[config.mk]
export PLATFORM = sky130hd
export DESIGN_NAME = ultrasonic_ranger
export DESIGN_NICKNAME = d
export VERILOG_FILES = /design/src/rtl/ultrasonic_ranger_pkg.sv /design/src/rtl/ultrasonic_ranger_echo_sync.sv /design/src/rtl/ultrasonic_ranger.sv
export SDC_FILE = /design/constraint.sdc
export NUM_CORES = 1
export LEC_CHECK = 0
export ABC_AREA = 1
export ABC_CLOCK_PERIOD_IN_PS = 3900
export CORE_UTILIZATION = 30
export CTS_CLUSTER_DIAMETER = 200
export DETAILED_ROUTE_END_ITERATION = 10
export HOLD_SLACK_MARGIN = 0.02
export PLACE_DENSITY = 0.53
export SYNTH_ARGS = -nofsm -noshare
export SYNTH_HDL_FRONTEND = slang
export SYNTH_HIERARCHICAL = 1
export SYNTH_SLANG_ARGS = --single-unit
[constraint.sdc]
create_clock -name clk -period 3.9 [get_ports clk]
set_input_delay 0.78 -clock clk [delete_from_list [all_inputs] [get_ports clk]]
set_output_delay 0.78 -clock clk [all_outputs]
set_load 0.03 [all_outputs]
[src/rtl/ultrasonic_ranger_pkg.sv]
// Shared types and sizing helpers for the ultrasonic ranger.
package ranger_pkg;

    typedef enum logic [2:0] {
        S_IDLE,
        S_TRIG,
        S_WAIT_ECHO,
        S_MEASURE,
        S_DONE,
        S_HOLDOFF
    } state_t;

    // Bits needed to hold 0..n-1 (never less than one bit).
    function automatic int cnt_w(input int n);
        return (n < 2) ? 1 : $clog2(n);
    endfunction

endpackage

[src/rtl/ultrasonic_ranger_echo_sync.sv]
// Two-flop synchronizer for the echo pin plus rise/fall edge detection.
module echo_sync (
    input  logic clk,
    input  logic reset,
    input  logic echo,
    output logic level,
    output logic rise,
    output logic fall
);

    logic r_s1;
    logic r_s2;
    logic r_d;

    always_ff @(posedge clk or posedge reset) begin
        if (reset) begin
            r_s1 <= 1'b0;
            r_s2 <= 1'b0;
            r_d  <= 1'b0;
        end else begin
            r_s1 <= echo;
            r_s2 <= r_s1;
            r_d  <= r_s2;
        end
    end

    assign level = r_s2;
    assign rise  = r_s2 & ~r_d;
    assign fall  = ~r_s2 & r_d;

endmodule

[src/rtl/ultrasonic_ranger.sv]
// Trigger/echo timing FSM that converts echo pulse width into centimetres
// using a cycles-per-cm prescaler; timeouts report the maximum distance.
module ultrasonic_ranger
    import ranger_pkg::*;
#(
    parameter int PV_WIDTH       = 9,
    parameter int TRIG_CYCLES    = 1000,
    parameter int CYCLES_PER_CM  = 5800,
    parameter int TIMEOUT_CYCLES = 3_000_000,
    parameter int PERIOD_CYCLES  = 6_000_000
) (
    input  logic                clk,
    input  logic                reset,
    input  logic                en,
    input  logic                echo,
    output logic                trig,
    output logic                busy,
    output logic [PV_WIDTH-1:0] distance,
    output logic                distance_valid,
    output logic                timeout
);

    localparam int PW = cnt_w(PERIOD_CYCLES);
    localparam int TW = cnt_w(TIMEOUT_CYCLES);
    localparam int CW = cnt_w(CYCLES_PER_CM);

    localparam logic [PW-1:0]       L_TRIG_LAST = PW'(TRIG_CYCLES - 1);
    localparam logic [PW-1:0]       L_PER_LAST  = PW'(PERIOD_CYCLES - 1);
    localparam logic [TW-1:0]       L_TO_LAST   = TW'(TIMEOUT_CYCLES - 1);
    localparam logic [CW-1:0]       L_CPC_LAST  = CW'(CYCLES_PER_CM - 1);
    localparam logic [PV_WIDTH-1:0] L_MAX_DIST  = '1;

    state_t              r_state;
    state_t              w_next;
    logic [PW-1:0]       r_pcnt;
    logic [TW-1:0]       r_tocnt;
    logic [CW-1:0]       r_pre;
    logic [PV_WIDTH-1:0] r_cm;
    logic                r_to_hit;
    logic                r_trig;
    logic [PV_WIDTH-1:0] r_dist;
    logic                r_valid;
    logic                r_timeout;

    logic w_level;
    logic w_rise;
    logic w_fall;
    logic w_to_fire;
    logic w_enter_trig;
    logic w_enter_done;
    logic w_count_en;

    echo_sync u_echo_sync (
        .clk   (clk),
        .reset (reset),
        .echo  (echo),
        .level (w_level),
        .rise  (w_rise),
        .fall  (w_fall)
    );

    always_ff @(posedge clk or posedge reset) begin
        if (reset) r_state <= S_IDLE;
        else       r_state <= w_next;
    end

    always_comb begin
        w_next    = r_state;
        w_to_fire = 1'b0;
        case (r_state)
            S_IDLE:      if (en) w_next = S_TRIG;
            S_TRIG:      if (r_pcnt == L_TRIG_LAST) w_next = S_WAIT_ECHO;
            S_WAIT_ECHO: begin
                // Timeout wins over a coincident rise so the counter can never run past its limit.
                if (r_tocnt == L_TO_LAST) begin
                    w_next    = S_DONE;
                    w_to_fire = 1'b1;
                end else if (w_rise) begin
                    w_next = S_MEASURE;
                end
            end
            S_MEASURE: begin
                if (w_fall) begin
                    w_next = S_DONE;
                end else if (r_tocnt == L_TO_LAST) begin
                    w_next    = S_DONE;
                    w_to_fire = 1'b1;
                end
            end
            S_DONE:      w_next = S_HOLDOFF;
            S_HOLDOFF:   if (r_pcnt == L_PER_LAST) w_next = en ? S_TRIG : S_IDLE;
            default:     w_next = S_IDLE;
        endcase
    end

    assign w_enter_trig = (w_next == S_TRIG) && (r_state != S_TRIG);
    assign w_enter_done = (w_next == S_DONE) && (r_state != S_DONE);
    // The rise cycle already has echo_s high, so it is counted as the first high cycle.
    assign w_count_en   = ((r_state == S_MEASURE) && w_level) ||
                          ((r_state == S_WAIT_ECHO) && w_rise);

    always_ff @(posedge clk or posedge reset) begin
        if (reset) begin
            r_pcnt   <= '0;
            r_tocnt  <= '0;
            r_pre    <= '0;
            r_cm     <= '0;
            r_to_hit <= 1'b0;
        end else begin
            if (w_enter_trig || (w_next == S_IDLE)) r_pcnt <= '0;
            else                                    r_pcnt <= r_pcnt + 1'b1;

            if (r_state == S_TRIG)
                r_tocnt <= '0;
            else if ((r_state == S_WAIT_ECHO) || (r_state == S_MEASURE))
                r_tocnt <= r_tocnt + 1'b1;

            if (w_enter_trig) begin
                r_pre <= '0;
                r_cm  <= '0;
            end else if (w_count_en) begin
                if (r_pre == L_CPC_LAST) begin
                    r_pre <= '0;
                    if (r_cm != L_MAX_DIST) r_cm <= r_cm + 1'b1;
                end else begin
                    r_pre <= r_pre + 1'b1;
                end
            end

            if (w_enter_done) r_to_hit <= w_to_fire;
        end
    end

    always_ff @(posedge clk or posedge reset) begin
        if (reset) begin
            r_trig    <= 1'b0;
            r_dist    <= '0;
            r_valid   <= 1'b0;
            r_timeout <= 1'b0;
        end else begin
            r_trig  <= (w_next == S_TRIG);
            r_valid <= (r_state == S_DONE);
            if (r_state == S_DONE) begin
                r_dist    <= r_to_hit ? L_MAX_DIST : r_cm;
                r_timeout <= r_to_hit;
            end
        end
    end

    assign trig           = r_trig;
    assign busy           = (r_state != S_IDLE);
    assign distance       = r_dist;
    assign distance_valid = r_valid;
    assign timeout        = r_timeout;

endmodule

==> flow_metrics.py <==
metrics = {
    "outcome": {
        "outcome": "finished, final reports clean",
    },
    "placement": {
        "dp_cells": 899,
        "pre_cts_ws_ns": 1.087,
        "portBuffers": 16,
        "dpl_cell_area_um2": 5249,
        "place.gp.congestion": 0.7933,
        "place_hpwl_mm": 7.674,
    },
    "clock_tree": {
        "clk_latency_ns": 0.35,
        "post_cts_buffers": 0,
        "numClockSinks": 86,
        "clockRootBuffer": "clkbuf_16",
        "path_clk_slew_ns": 0.06,
        "cts_buffers": 9,
        "cts_htree_levels": 3,
        "hold_buffers": 0,
        "clock_path_buffers": 2,
        "cts_tree": "yes",
        "ctsResizeCount": 0,
    },
    "synth": {
        "async_reset_ff_share_pct": 100.0,
        "yosys_warnings": 6,
        "syn_inst": 674,
        "syn_area_um2": 4857,
        "synth_edf_count": 0,
        "synth.ff_latch_count": 86,
        "synth_flop_cell": "dfrtp_1",
        "syn_nets": 683,
        "ys_seq_area_share_pct": 44.31,
        "postSynthAreaPerCell_um2": 7.206,
        "ys_types": 36,
    },
    "sta": {
        "relSlewSlack_pct": 51.21,
        "tightest_slew_ns": 0.7310,
        "fin_crit_ns": 2.752,
        "finClkSkew_ns": 0.01010,
        "slew_violations": 0,
        "setup_ws_ns": 1.148,
        "rsz0062_at_grt": "no",
        "setup_tns_ns": 0,
        "final-setup-viol-count": 0,
        "period_share_pct": 70.57,
        "fmax_mhz": 363.4,
        "finalHoldViolCount": 0,
    },
    "run": {
        "max_cap_violations": 0,
    },
    "layout": {
        "final_cell_mix": "nand2_1 (160), inv_1 (111), nor2_1 (102)",
        "final_area_um2": 5534,
        "nNetsFinal": 703,
        "areaGrowthSynthToFinish_pct": 13.94,
        "layout_commonest_cell": "nand2_1",
        "drive_gt1_share_pct": 4.578,
        "final-seq-area_um2": 2152,
        "fillers": 1685,
        "fin_cells": 915,
        "antennaDiodeCount": 0,
        "multi_input_area_um2": 2202,
    },
    "setup_path": {
        "crit_slowest_cell": "nand3_2",
        "r2r_cells": 10,
        "crit_arrival_ns": 2.97,
        "slowest_delay_ns": 0.44,
        "worstPathCellList": "nor2_1 > inv_1 > nor2_2 > inv_1 > nand2_1 > a21oi_1 > nand3_1 > nand3_2 > nand2_4 > nor2_1",
        "startpoint_type": "flip-flop",
        "crit_family": "simple AND/OR/NAND/NOR gates",
        "critPathMaxFanout": 23,
        "required_ns": 4.12,
        "path_buf_inv": 2,
        "cp.depth": 10,
        "end_kind": "flip-flop",
        "criticalPathCategory": "flip-flop to flip-flop",
    },
    "pwr": {
        "ir_drop_mv": 0.2173,
        "leakagePower_nw": 2.680,
        "power_density_nw_per_um2": 314.7,
    },
    "global_routing": {
        "grt_pass1_vias": 3892,
        "globalRouteOverflowTotal": 0,
        "grt_usage_pct": 14.43,
        "grt_max_degree": 44,
        "antenna_found_initial": 0,
        "grt_pass1_wl_mm": 18.80,
    },
    "drt": {
        "drc": 0,
        "vias_per_cell": 4.466,
        "drt_first_pass_iters": 5,
        "routed_wl_mm": 10.80,
        "highest_layer": "met4",
        "routedLengthMet1_mm": 5.469,
        "vias": 4086,
        "wl_met3_um": 402,
        "detail-route-antenna-nets": 0,
        "first_iter_violations": 381,
        "wl_met2_mm": 4.792,
        "routedWlPerCell_um": 11.80,
    },
    "die": {
        "num_rows": 46,
        "core_area_um2": 15830,
        "ios": 17,
        "die_h_um": 129.2,
        "dieWidth_um": 129.2,
        "die_area_um2": 16700,
        "start_util_pct": 30.69,
    },
    "worst_hold_path": {
        "min_path_type": "flip-flop to flip-flop",
        "hold_depth": 0,
    },
}
==> where the power goes <==
group	leakage [nW]	internal (mW)	switching, mW	total, mW
combinational	1.37	0.00529	0.0192	0.0244
sequential	1.17	0.893	0.00137	0.895
clock	0.137	0.456	0.366	0.822
==> per-layer routing <==
layer / vias to the layer above / GRT usage, %
met5: - / 0
met4: 0 / 4.498
met3: 9 / 3.675
met2: 61 / 22.30
met1: 1847 / 19.75
li1: 2169 / -
==> synthesized netlist by cell type (6+ instances only) <==
master | count | area share, %
a21oi_1 | 17 | 1.8
dfrtp_1 | 86 | 44
inv_1 | 112 | 8.7
nand2_1 | 160 | 12
nand3_1 | 42 | 4.3
nand4_1 | 14 | 1.8
nor2_1 | 102 | 7.9
nor2_2 | 6 | 0.77
nor3_1 | 23 | 2.4
o21ai_0 | 46 | 4.7
o22ai_1 | 8 | 1.0
xor2_1 | 17 | 3.1
==> state kept, by name, summed over array words and instances, names as in the netlist <==
register	count
r_pcnt	23
r_tocnt	22
r_pre	13
distance	9
r_cm	9
r_state	3
distance_valid	1
r_to_hit	1
timeout	1
trig	1
u_echo_sync/level	1
u_echo_sync/r_d	1
u_echo_sync/r_s1	1
==> final timing paths <==
path / startpoint / end / slack (ns)
max reg2reg: r_state[0]$_DFF_PP0_ / r_pcnt[12]$_DFF_PP0_ / 1.15
max in group asynchronous: reset / r_pcnt[11]$_DFF_PP0_ / 2.34
min in group asynchronous: reset / u_echo_sync/r_s1$_DFF_PP0_ / 0.66
min: u_echo_sync/r_s1$_DFF_PP0_ / u_echo_sync/level$_DFF_PP0_ / 0.37
max: r_state[0]$_DFF_PP0_ / r_pcnt[12]$_DFF_PP0_ / 1.15
min reg2reg: u_echo_sync/r_s1$_DFF_PP0_ / u_echo_sync/level$_DFF_PP0_ / 0.37
==> area by class of cell <==
cell class              count  area share [%]
clock inverters             5          0.7687
flip-flops and latches     86           38.89
clock buffers              11           4.386
inverters                 114           7.755
repair buffers             19           3.527
multi-input cells         464           39.79
well taps                 216           4.884
==> kinds of logic after synthesis <==
| group | count (synthesis) | synth area share [%] |
|---|---|---|
| compound gates | 81 | 9.093 |
| buf+inv | 124 | 10.36 |
| flops | 86 | 44.31 |
| simple gates | 357 | 31.17 |
| fa+ha+maj | 5 | 1.288 |
| xor+xnor | 21 | 3.787 |
==> stage by stage <==
step	power (mW)	hold WS [ns]	utilization, %
2_1_floorplan	0.9250	0.3312	-
3_3_place_gp	0.9377	0.3372	33.16
3_5_place_dp	0.9380	0.3404	33.16
4_1_cts	1.782	0.3688	34.96
5_1_grt	1.819	0.3773	34.96
6_report	1.742	0.3664	34.96
Power figures use the tool's default switching activity.
